$ cat src/rtl/snode_k.sv
// snode_k: clause-storage node of the SAT propagation chain with a QDEPTH output FIFO.
// Build macro SNODE_DUP_SUPPRESS_EN: when defined, an ADD duplicating an occupied slot is consumed.

package pkg;
  typedef enum logic [2:0] {
    DEL = 3'd0,
    ADD = 3'd1,
    SET = 3'd2,
    RDC = 3'd3,
    MSC = 3'd4
  } opcode;
endpackage

module snode_k
  import pkg::*;
#(
  parameter int LITS   = 3,
  parameter int IDW    = 28,
  parameter int QDEPTH = 2
) (
  input  logic           clk,
  input  logic           rst,
  input  logic           bgn_in,
  output logic           fns_out,
  input  opcode          opc_in,
  input  logic           mode_in,
  input  logic [IDW-1:0] id_in,
  output logic           bgn_out,
  input  logic           fns_in,
  output opcode          opc_out,
  output logic           mode_out,
  output logic [IDW-1:0] id_out
);

  typedef struct packed {
    opcode          opc;
    logic           mode;
    logic [IDW-1:0] id;
  } msg_t;

  typedef enum logic [1:0] {UP_EMPTY, UP_HEAD, UP_UNIT, UP_MULTI} up_t;

  localparam int CW = $clog2(QDEPTH + 1);

  logic [IDW-1:0]  cla, cla_n;
  up_t             up, up_n;
  logic [LITS-1:0] sign, sign_n, live, live_n, vacant, fals;
  logic [IDW-1:0]  lit_abs   [LITS];
  logic [IDW-1:0]  lit_abs_n [LITS];
  msg_t            q [QDEPTH];
  logic [CW-1:0]   count;
  msg_t            push0, push1;
  logic [1:0]      npush;
  logic            accept, pop, found, dup;
  logic [3:0]      cnt, t;

  // free>=2 guarantees room for a forward plus a generated RDC.
  assign accept = bgn_in && !fns_out && (count <= CW'(QDEPTH - 2));
  assign pop    = fns_in && bgn_out;
  assign cnt    = 4'($countones(live));

  assign bgn_out  = (count != '0);
  assign opc_out  = bgn_out ? q[0].opc  : DEL;
  assign mode_out = bgn_out ? q[0].mode : 1'b0;
  assign id_out   = bgn_out ? q[0].id   : '0;

  always_comb begin
    for (int i = 0; i < LITS; i++) begin
      vacant[i] = (lit_abs[i] == '0) && !sign[i];
      fals[i]   = live[i] && (sign[i] != mode_in) && (lit_abs[i] == id_in);
    end
  end

`ifdef SNODE_DUP_SUPPRESS_EN
  always_comb begin
    dup = 1'b0;
    for (int i = 0; i < LITS; i++)
      if (!vacant[i] && lit_abs[i] == id_in && sign[i] == mode_in) dup = 1'b1;
  end
`else
  assign dup = 1'b0;
`endif

  // NOTE: every variable gets a default at the top of the block so no path infers a latch.
  always_comb begin
    cla_n     = cla;
    up_n      = up;
    sign_n    = sign;
    live_n    = live;
    lit_abs_n = lit_abs;
    push0     = '{opc: opc_in, mode: mode_in, id: id_in};
    push1     = '{opc: RDC, mode: 1'b0, id: cla};
    npush     = 2'd1;
    found     = 1'b0;
    t         = '0;
    case (opc_in)
      DEL: begin
        if (id_in == cla) begin
          cla_n  = '0;
          up_n   = UP_EMPTY;
          sign_n = '0;
          live_n = '0;
          for (int i = 0; i < LITS; i++) lit_abs_n[i] = '0;
        end
      end
      SET: begin
        live_n = live & ~fals;
        if (|fals && up != UP_MULTI) begin
          t = 4'($countones(live_n)) + {3'b000, up == UP_UNIT};
          if (t <= 4'd1) begin
            push1.mode = (t == 4'd1);
            npush      = 2'd2;
          end
        end
      end
      ADD: begin
        if (cla == '0) begin
          cla_n = id_in;
          up_n  = mode_in ? UP_HEAD : UP_MULTI;
          npush = 2'd0;
        end else if (dup) begin
          npush = 2'd0;
        end else begin
          for (int i = 0; i < LITS; i++) begin
            if (vacant[i] && !found) begin
              found        = 1'b1;
              sign_n[i]    = mode_in;
              lit_abs_n[i] = id_in;
              live_n[i]    = 1'b1;
            end
          end
          if (found) npush = 2'd0;
        end
      end
      RDC: begin
        if (id_in == cla) begin
          push0 = '{opc: RDC, mode: 1'b1, id: cla};
          if (!mode_in) begin
            up_n       = UP_EMPTY;
            push0.mode = (cnt == 4'd1);
            npush      = (cnt <= 4'd1) ? 2'd1 : 2'd0;
          end else begin
            up_n  = UP_UNIT;
            npush = (cnt == 4'd0) ? 2'd1 : 2'd0;
          end
        end
      end
      MSC: begin
        if (id_in == IDW'(1)) begin
          if (up != UP_HEAD) up_n = UP_MULTI;
          for (int i = 0; i < LITS; i++) live_n[i] = (lit_abs[i] != '0);
        end else if (id_in == '0 && |vacant) begin
          sign_n = sign | vacant;
          npush  = 2'd0;
        end
      end
      default: ;
    endcase
  end

  // NOTE: sequential state uses non-blocking assignments so every register sees pre-edge values.
  always_ff @(posedge clk) begin
    if (rst) begin
      fns_out <= 1'b0;
      count   <= '0;
      cla     <= '0;
      up      <= UP_EMPTY;
      sign    <= '0;
      live    <= '0;
      for (int i = 0; i < LITS; i++) lit_abs[i] <= '0;
    end else begin
      fns_out <= accept;
      count   <= count + (accept ? CW'(npush) : CW'(0)) - CW'(pop);
      if (accept) begin
        cla     <= cla_n;
        up      <= up_n;
        sign    <= sign_n;
        live    <= live_n;
        lit_abs <= lit_abs_n;
      end
    end
  end

  // NOTE: FIFO storage is not reset; count alone decides validity and gates the outputs.
  always_ff @(posedge clk) begin
    for (int i = 0; i < QDEPTH - 1; i++)
      if (pop) q[i] <= q[i + 1];
    for (int i = 0; i < QDEPTH; i++) begin
      if (accept && npush != 2'd0 && i == int'(count) - int'(pop)) q[i] <= push0;
      if (accept && npush == 2'd2 && i == int'(count) - int'(pop) + 1) q[i] <= push1;
    end
  end

endmodule

$ cat config.mk
export PLATFORM = sky130hd
export DESIGN_NAME = snode_k
export DESIGN_NICKNAME = d
export VERILOG_FILES = /design/src/rtl/snode_k.sv
export SDC_FILE = /design/constraint.sdc
export NUM_CORES = 1
export LEC_CHECK = 0
export ABC_AREA = 1
export BUFFER_PORTS_ARGS = -buffer_cell sky130_fd_sc_hd__buf_2
export CORE_MARGIN = 4
export CORE_UTILIZATION = 55
export DETAILED_ROUTE_END_ITERATION = 7
export HOLD_SLACK_MARGIN = 0.02
export PLACE_DENSITY = 0.73
export RECOVER_POWER = 25
export SLEW_MARGIN = 5
export SYNTH_ARGS = -nofsm -noshare
export SYNTH_HDL_FRONTEND = slang
export SYNTH_SLANG_ARGS = --single-unit
export TNS_END_PERCENT = 20
$ cat constraint.sdc
create_clock -name clk -period 5.5 [get_ports clk]
set_input_delay 0.55 -clock clk [delete_from_list [all_inputs] [get_ports clk]]
set_output_delay 0.55 -clock clk [all_outputs]
set_load 0.01 [all_outputs]
Word level (Yosys, flattened, before mapping)
Memories as Yosys holds them, arrays and structs flattened.
Index checks and enable logic that the tools add are counted.
Widths: inputs -> output; s select.

cells by class
  reductions and logical operators = 59
  equal/unequal tests = 31
  multipliers = 0
  bitwise logic cells = 6
  magnitude comparators = 3
  div/mod/pow operators = 0
  shifts and indexed selects = 0
  add/sub/neg operators = 9
  multiplexer cells = 74

operators with widths
  cell                 number
  $mux 28              6
  $mux 84              2
  $pmux 84 s2          1
  $mux 32              5
  $logic_not 28->1     5
  $eq 28x28->1         4
  $reduce_bool 28->1   3
  $logic_not 32->1     2
  $pmux 28 s2          1
  $mux 1               38
  $eq 28x1->1 const B  1
  $reduce_and 7->1     4
  $ne 2x2->1 const B   12
  $logic_and 1x1->1    22
  $mux 3               7
  $mux 2               10
  $reduce_and 6->1     3
  $pmux 2 s4           2
  $reduce_and 5->1     3
  $pmux 3 s4           1
  $pmux 3 s3           1
  $reduce_bool 4->1    2
  $add 2x1->3          2
  $eq 3x1->1 const B   2
  other kinds (28)     43

storage, ports and cells
  memories = 1
  bits in writable memories = 64
  memory bits (read-only) = 0
  register bits = 123
  output and inout bits = 34
  latch bits = 0

memory list
  name  words  bits a word  rd ports  clocked after Yosys merged registers in  wr ports  line  text
  q     2      32           2         0                                        2         50    msg_t q [QDEPTH];

Longest topological paths before layout
Gate-level depths: netlist of run 1.

  depth in word-level cells = 25
  mapped depth = 24
  depth with buffers taken out = 23

Worst setup path before layout of run 1
No wires, ideal clock.

  path type = in2reg
  start point = input mode_in
  end point = memory q[0][0] (netlist name) (enable)
  setup slack = 1.613 ns
  required time = 5.111 ns
  path buffers = 2
  stages = 21
  library setup time = 0.389 ns
  data arrival time = 3.498 ns
  path through = buf_2 -> inv_1 -> nor2_1 -> o21ai_0 -> nor2_1 -> nand2_1 -> nor2_1 -> nand2_1 -> nand2_1 -> fa_1 -> inv_1 -> ha_1 -> inv_1 -> ha_1 -> nand3_1 -> nor2_2 -> nand2_1 -> inv_2 -> buf_2 -> nor2_1 -> nand2_1

RTL lines
  what             line  text
  start, declared  26    input logic mode_in,
  end, declared    50

Final worst setup path of run 1
  start point = register count[1]
  end point = register lit_abs[62] (netlist name)

on the way
  cells in the longest elaborated chain, start to end = 3

ends and longest elaborated chain
  what                               line  text
  start, declared                    51    logic [CW-1:0] count;
  start signal, assigned             173   count <= count + (accept ? CW'(npush) : CW'(0)) - CW'(pop);
  $le 2x1->1                         58    assign accept = bgn_in && !fns_out && (count <= CW'(QDEPTH - 2));
  $logic_and 1x1->1                  58
  $reduce_and 5->1 (no source line)  n/a
  end signal, assigned               179   lit_abs <= lit_abs_n;
  end, declared                      48    logic [IDW-1:0] lit_abs [LITS];

No other way between the ends.
A chain may end at the register's enable or synchronous reset.

==> impl_metrics.py, run 1 <==
metrics = {
    "run_status": {
        "outcome": "complete, no violations",
    },
    "global_route": {
        "grt.total_usage_pct": 35.5,
        "antenna_found_initial": 0,
        "grt_pass1_wl_um": 58700,
        "globalRouteOverflowTotal": 0,
        "grt_max_degree": 108,
        "grt_pass1_vias": 9897,
    },
    "yosys": {
        "synth_seq_cells": 187,
        "ys_warn_count": 0,
        "synth_nets": 1649,
        "ys.flop_type": "dfxtp_1",
        "synth_edf_count": 61,
        "yosysUniqueCellTypes": 39,
        "yosysTopAreaCellShare_pct": 23.5,
        "synth.area.top_cells": "dfxtp_1, edfxtp_1, nand2_1",
        "synthCells": 1603,
        "syn_avg_cell_area_um2": 6.70,
        "ys_seq_area_share_pct": 40.5,
        "synthArstFlopShare_pct": 0,
        "yosysTopAreaCell": "dfxtp_1",
        "syn_area_um2": 10700,
    },
    "sta": {
        "setup_ws_ns": 1.10,
        "rsz0062_at_grt": "false",
        "setup_viol": 0,
        "max-slew-margin-rel_pct": 9.90,
        "hold_viol": 0,
        "tightest_slew_ns": 1.35,
        "period_needed_ns": 4.40,
        "tns_ns": 0,
        "skew_ns": 0.0161,
        "max_freq_ghz": 0.227,
        "post-route-period-util_pct": 80.1,
        "report.final.slew_viol_count": 0,
    },
    "worst_setup_path": {
        "cp-startpoint": "count[1]$_SDFF_PP0_",
        "crit_top_cell": "nand2_1",
        "arrival_ns": 4.72,
        "cp-start-kind": "flip-flop",
        "r2r_start": "count[1]$_SDFF_PP0_",
        "crit_chain": "nor2_2 > clkbuf_1 > inv_1 > nor3_1 > buf_4 > o21ai_0 > nor2_1 > nand2_1 > nand2_1 > a21oi_1",
        "cp-end-kind": "flip-flop",
        "reg2reg_slack_ns": 1.10,
        "critPathSlowestCell": "clkbuf_1",
        "ff2ff_path_depth": 10,
        "cp_top_family": "simple AND/OR/NAND/NOR gates",
        "critPathBufInv": 3,
        "rr_endpoint": "lit_abs[62]$_SDFFE_PP0P_",
        "required_ns": 5.81,
        "path_max_fanout": 45,
        "crit_type": "reg -> reg",
        "critPathMaxStageDelay_ns": 0.98,
    },
    "pwr": {
        "clockPowerShare_pct": 26.4,
        "comb_power_share_pct": 34.0,
        "vdd_drop_max_v": 0.000226,
        "p_sw_mw": 1.94,
        "switching_share_pct": 40.4,
        "p_leak_nw": 5.15,
        "pwr_density_cell_nw_per_um2": 409,
        "seqPwrFrac_pct": 39.6,
        "internal-power_mw": 2.85,
    },
    "cts": {
        "htree_levels": 4,
        "post_cts_buffers": 0,
        "tritoncts": "built",
        "holdBufCountCts": 0,
        "clk_pin_slew_ns": 0.07,
        "cts.sinks": 187,
        "cts_buffers": 17,
        "cts_max_path_buffers": 2,
        "clk_latency_ns": 0.46,
        "cts.root.buffer_cell": "clkbuf_16",
        "cts_resized": 0,
    },
    "job": {
        "drv_cap": 0,
    },
    "route": {
        "vias": 11143,
        "wire_per_inst_um": 20.5,
        "routed_via_density": 5.84,
        "wirelength_um": 39100,
        "drtPass1Iterations": 6,
        "ant_nets": 0,
        "first_iter_violations": 1593,
        "drc": 0,
    },
    "die": {
        "ios": 70,
        "die_w_um": 148,
        "die_h_um": 148,
        "core_um2": 19000,
        "die_area_um2": 21800,
        "rows": 50,
        "initial_core_util_pct": 56.7,
    },
    "placed_design": {
        "dp_slack_ns": 0.871,
        "gpl.final_weighted_congestion": 1.07,
        "place.port_buffers": 69,
        "dp_hpwl_um": 29300,
    },
    "min_path": {
        "hold_end": "q[1][30]$_SDFFE_PP1P_",
        "timing.hold.worst_path_depth": 3,
        "min-delay-start": "opc_in[1]",
        "min_path_type": "in -> reg",
    },
    "cells_and_area": {
        "layout.nets": 1681,
        "diodes": 0,
        "drive_gt1_share_pct": 7.46,
        "area_growth_pct": 9.06,
    },
}
kinds of logic after synthesis:
kind of cell,Yosys count,share of synthesized area [%]
buffers and inverters,291,10.8
and+or+nand+nor,824,32.8
AOI/OAI and AO/OA,272,13.0
adders and majority gates,10,1.30
DFF,187,40.5
xor gates and xnor gates,19,1.55
cell usage after synthesis (8+ instances only):
master	number
edfxtp_1	61
xnor2_1	14
nand2_1	411
inv_1	198
inv_2	22
dfxtp_1	126
nor2_1	220
buf_2	32
o22ai_1	9
nand4_1	86
a21oi_1	131
clkbuf_1	27
or2_2	8
nand3_1	71
o21ai_0	118
ha_1	8
registers in the layout, indices dropped and copies added, names as in the netlist:
| name | count |
|---|---|
| cla | 28 |
| lit_abs | 84 |
| q | 64 |
| count | 2 |
| up | 2 |
| fns_out | 1 |
| sign | 3 |
| live | 3 |
through the flow:
stage               total power [mW]  hold WS [ns]  util (%)  instances  instance area (um^2)
finish                          4.79         0.406      61.8       1908                 11700
floorplan                       2.97         0.442         -       1603                 10700
CTS                             4.79         0.397      62.2       1908                 11800
global route                    5.04         0.426      61.8       1908                 11700
detailed placement              3.55         0.466      59.1       1876                 11200
global placement                3.53         0.464      59.1       1876                 11200
metal layers:
layer  vias to the layer above  wire (um)  track usage (%)
li1                       5251          -                -
met1                      5068      16400             50.7
met2                       723      16500             52.1
met3                       101       4480             7.39
met4                         0       1710             15.4
met5                         -          0                0
layout make-up:
type	count	area, um^2
Clock buffer	19	433
Clock inverter	13	148
Fill cell	1863	7240
Inverter	220	826
Multi-Input combinational cell	1125	5220
Sequential cell	187	4350
Tap cell	260	325
Timing Repair Buffer	84	409
placed cells by master (no fill, tap or decap), types with 3 or more instances in the layout:
cell type	netlist	routed
nand2_1	411	412
nor2_1	220	220
inv_1	198	198
a21oi_1	131	131
dfxtp_1	126	126
o21ai_0	118	119
nand4_1	86	86
nand3_1	71	71
edfxtp_1	61	61
clkbuf_1	27	37
buf_2	32	35
inv_2	22	21
clkbuf_16	0	17
xnor2_1	14	14
buf_4	5	13
o22ai_1	9	9
or2_2	8	8
ha_1	8	8
nor2_2	7	7
xor2_1	5	5
nor3_1	5	5
inv_8	0	5
clkinv_4	0	5
nand3b_1	4	4
a211oi_1	4	4
nor4_1	3	3
o21ai_1	4	3
worst register-to-register path, stage by stage (launching register included):
cell	delay [ns]
dfxtp_1	0.36
nor2_2	0.09
clkbuf_1	0.98
inv_1	0.18
nor3_1	0.28
buf_4	0.52
o21ai_0	0.35
nor2_1	0.77
nand2_1	0.50
nand2_1	0.18
a21oi_1	0.07
how the worst max path moves through the flow:
stage | end | slack, ns | depth (start not counted)
2_1_floorplan | q[0][0]$_DFFE_PP_ | 1.61 | 21
3_3_place_gp | q[0][3]$_DFFE_PP_ | 0.89 | 22
3_5_place_dp | q[0][3]$_DFFE_PP_ | 0.87 | 22
4_1_cts | q[0][7]$_DFFE_PP_ | 1.33 | 22
5_1_grt | lit_abs[64]$_SDFFE_PP0P_ | 0.73 | 10
6_report | lit_abs[62]$_SDFFE_PP0P_ | 1.10 | 10
power groups by stage:
| stage | combinational [mW] | clock (mW) | sequential, mW |
|---|---|---|---|
| 3_3_place_gp | 1.61 | 0 | 1.92 |
| 6_report | 1.63 | 1.26 | 1.90 |
| 3_5_place_dp | 1.63 | 0 | 1.92 |
| 4_1_cts | 1.64 | 1.26 | 1.89 |
| 5_1_grt | 1.80 | 1.32 | 1.92 |
| 2_1_floorplan | 1.10 | 0 | 1.87 |
Power figures use the tool's default switching activity.
==> inputs of run 2 (changes only) <==
- PLACE_DENSITY: 0.73 -> 0.76
- clock period: 5.5 -> 3.7 ns (I/O delays scaled with it)
==> run 2 against run 1 <==
  * First-iteration DRC count shrank 13%
  * Core utilization grew 3.2 points
  * Design area grew 5.2%
  * Via count grew 1.1%
  * Largest cell class unchanged
==> impl_metrics.py, run 2 (synthesis gave the netlist of run 1 again) <==
metrics = {
    "cells_and_area": {
        "area_growth_pct": 14.8,
        "diodes": 0,
        "top_regs": "lit_abs: 84 flops, q: 64 flops, cla: 28 flops",
        "layout.nets": 1753,
        "drive_gt1_share_pct": 12.6,
        "top_register": "lit_abs",
        "final_common_cell": "nand2_1",
        "largest_reg_flops": 84,
        "final_cell_mix": "nand2_1, nor2_1, inv_1",
    },
    "global_route": {
        "grt.total_usage_pct": 35.3,
        "grt_pass1_vias": 10183,
        "grt_max_degree": 55,
        "antenna_found_initial": 0,
        "globalRouteOverflowTotal": 0,
        "grt_pass1_wl_um": 59100,
    },
    "worst_setup_path": {
        "r2r_start": "lit_abs[33]$_SDFFE_PP0P_",
        "required_ns": 4.04,
        "cp-end-kind": "flip-flop",
        "arrival_ns": 3.79,
        "cp-start-kind": "flip-flop",
        "cp-startpoint": "lit_abs[33]$_SDFFE_PP0P_",
        "crit_type": "reg -> reg",
        "path_max_fanout": 3,
    },
    "sta": {
        "max_freq_ghz": 0.290,
        "tightest_slew_ns": 1.23,
        "skew_ns": 0.0190,
        "hold_viol": 0,
        "rsz0062_at_grt": "false",
        "setup_viol": 0,
        "post-route-period-util_pct": 93.3,
        "setup_ws_ns": 0.249,
        "period_needed_ns": 3.45,
        "report.final.slew_viol_count": 0,
        "max-slew-margin-rel_pct": 18.3,
    },
    "die": {
        "ios": 70,
        "die_w_um": 148,
        "core_um2": 19000,
        "initial_core_util_pct": 56.7,
        "die_area_um2": 21800,
        "die_h_um": 148,
        "rows": 50,
    },
    "pwr": {
        "vdd_drop_max_v": 0.000336,
        "finalPower_mw": 7.08,
        "p_leak_nw": 5.50,
        "pwr_density_cell_nw_per_um2": 574,
    },
    "placed_design": {
        "place.port_buffers": 69,
        "dp_slack_ns": -0.0511,
        "dp_hpwl_um": 30200,
        "gpl.final_weighted_congestion": 1.04,
    },
    "route": {
        "drc": 0,
        "drtPass1Iterations": 6,
        "vias": 11266,
        "routed_via_density": 5.69,
        "first_iter_violations": 1384,
        "wirelength_um": 38900,
        "ant_nets": 0,
        "wire_per_inst_um": 19.6,
    },
    "cts": {
        "post_cts_buffers": 0,
        "htree_levels": 4,
        "clk_latency_ns": 0.45,
        "tritoncts": "built",
        "cts.sinks": 187,
        "holdBufCountCts": 0,
        "cts_resized": 0,
        "clk_pin_slew_ns": 0.08,
        "cts.root.buffer_cell": "clkbuf_16",
        "cts_buffers": 17,
        "cts_max_path_buffers": 2,
    },
    "min_path": {
        "min-delay-start": "opc_in[1]",
        "min_path_type": "in -> reg",
    },
    "job": {
        "drv_cap": 0,
    },
    "run_status": {
        "outcome": "complete, no violations",
    },
}
==> run 2: cell types whose count changed in the layout (fill, tap and decap cells not counted), sizes merged <==
cell,previous run,this run
buf,48,121
clkinvlp,0,3
inv,226,225
clkbuf,55,53
bufinv,1,0
==> run 2: routing by layer <==
| metal | up-vias | part of all wire, % | track usage [%] |
|---|---|---|---|
| met5 | - | 0 | 0 |
| met4 | 0 | 4.8 | 15.1 |
| met3 | 111 | 11 | 7.14 |
| met2 | 672 | 43 | 52.8 |
| met1 | 5070 | 41 | 49.8 |
| li1 | 5413 | - | - |
==> run 2: critical path, cell delays in order, from the launching register on <==
cell	delay [ns]
dfxtp_1	0.32
buf_4	0.14
nand2_1	0.09
nand4_1	0.10
nor2_1	0.15
nand3_1	0.11
nor2_2	0.14
nand2_2	0.08
nand2_2	0.07
fa_1	0.42
inv_1	0.07
ha_2	0.17
inv_1	0.05
ha_1	0.21
nand3_2	0.08
a21oi_1	0.07
ha_1	0.28
inv_1	0.04
ha_1	0.18
xnor2_1	0.18
xor2_1	0.20
o21ai_1	0.09
nand2_1	0.06
nor2_1	0.04
==> run 2: final timing paths <==
kind	endpoint	slack (ns)	cells past startpoint
worst max-delay path	count[1]$_SDFF_PP0_	0.25	23
worst max register to register	count[1]$_SDFF_PP0_	0.25	23
worst min-delay path	q[1][30]$_SDFFE_PP1P_	0.22	3
worst min register to register	lit_abs[70]$_SDFFE_PP0P_	0.48	2
==> run 2: cell type report <==
type	instances	area [um^2]
Clock buffer	18	429
Tap cell	260	325
Inverter	220	826
Fill cell	1795	6630
Timing Repair Buffer	156	1010
Sequential cell	187	4370
Multi-Input combinational cell	1125	5240
Clock inverter	14	128
==> run 2: stage by stage <==
stage / cell area [um^2] / TNS [ns] / std cells / utilization [%] / hold slack, ns
after global routing: 12300 / 0 / 1980 / 65.0 / 0.244
after CTS: 12400 / 0 / 1980 / 65.2 / 0.222
after floorplan: 10700 / 0 / 1603 / - / 0.442
after global placement: 11800 / 0 / 1948 / 62.3 / 0.455
final: 12300 / 0 / 1980 / 65.0 / 0.218
after detailed placement: 11800 / -0.0511 / 1948 / 62.3 / 0.468
==> run 2: power by group <==
group	total (mW)	internal, mW	leakage (nW)	switching, mW
Clock	1.78	0.887	0.266	0.895
Sequential	2.81	2.60	1.60	0.213
Combinational	2.49	0.775	3.63	1.71
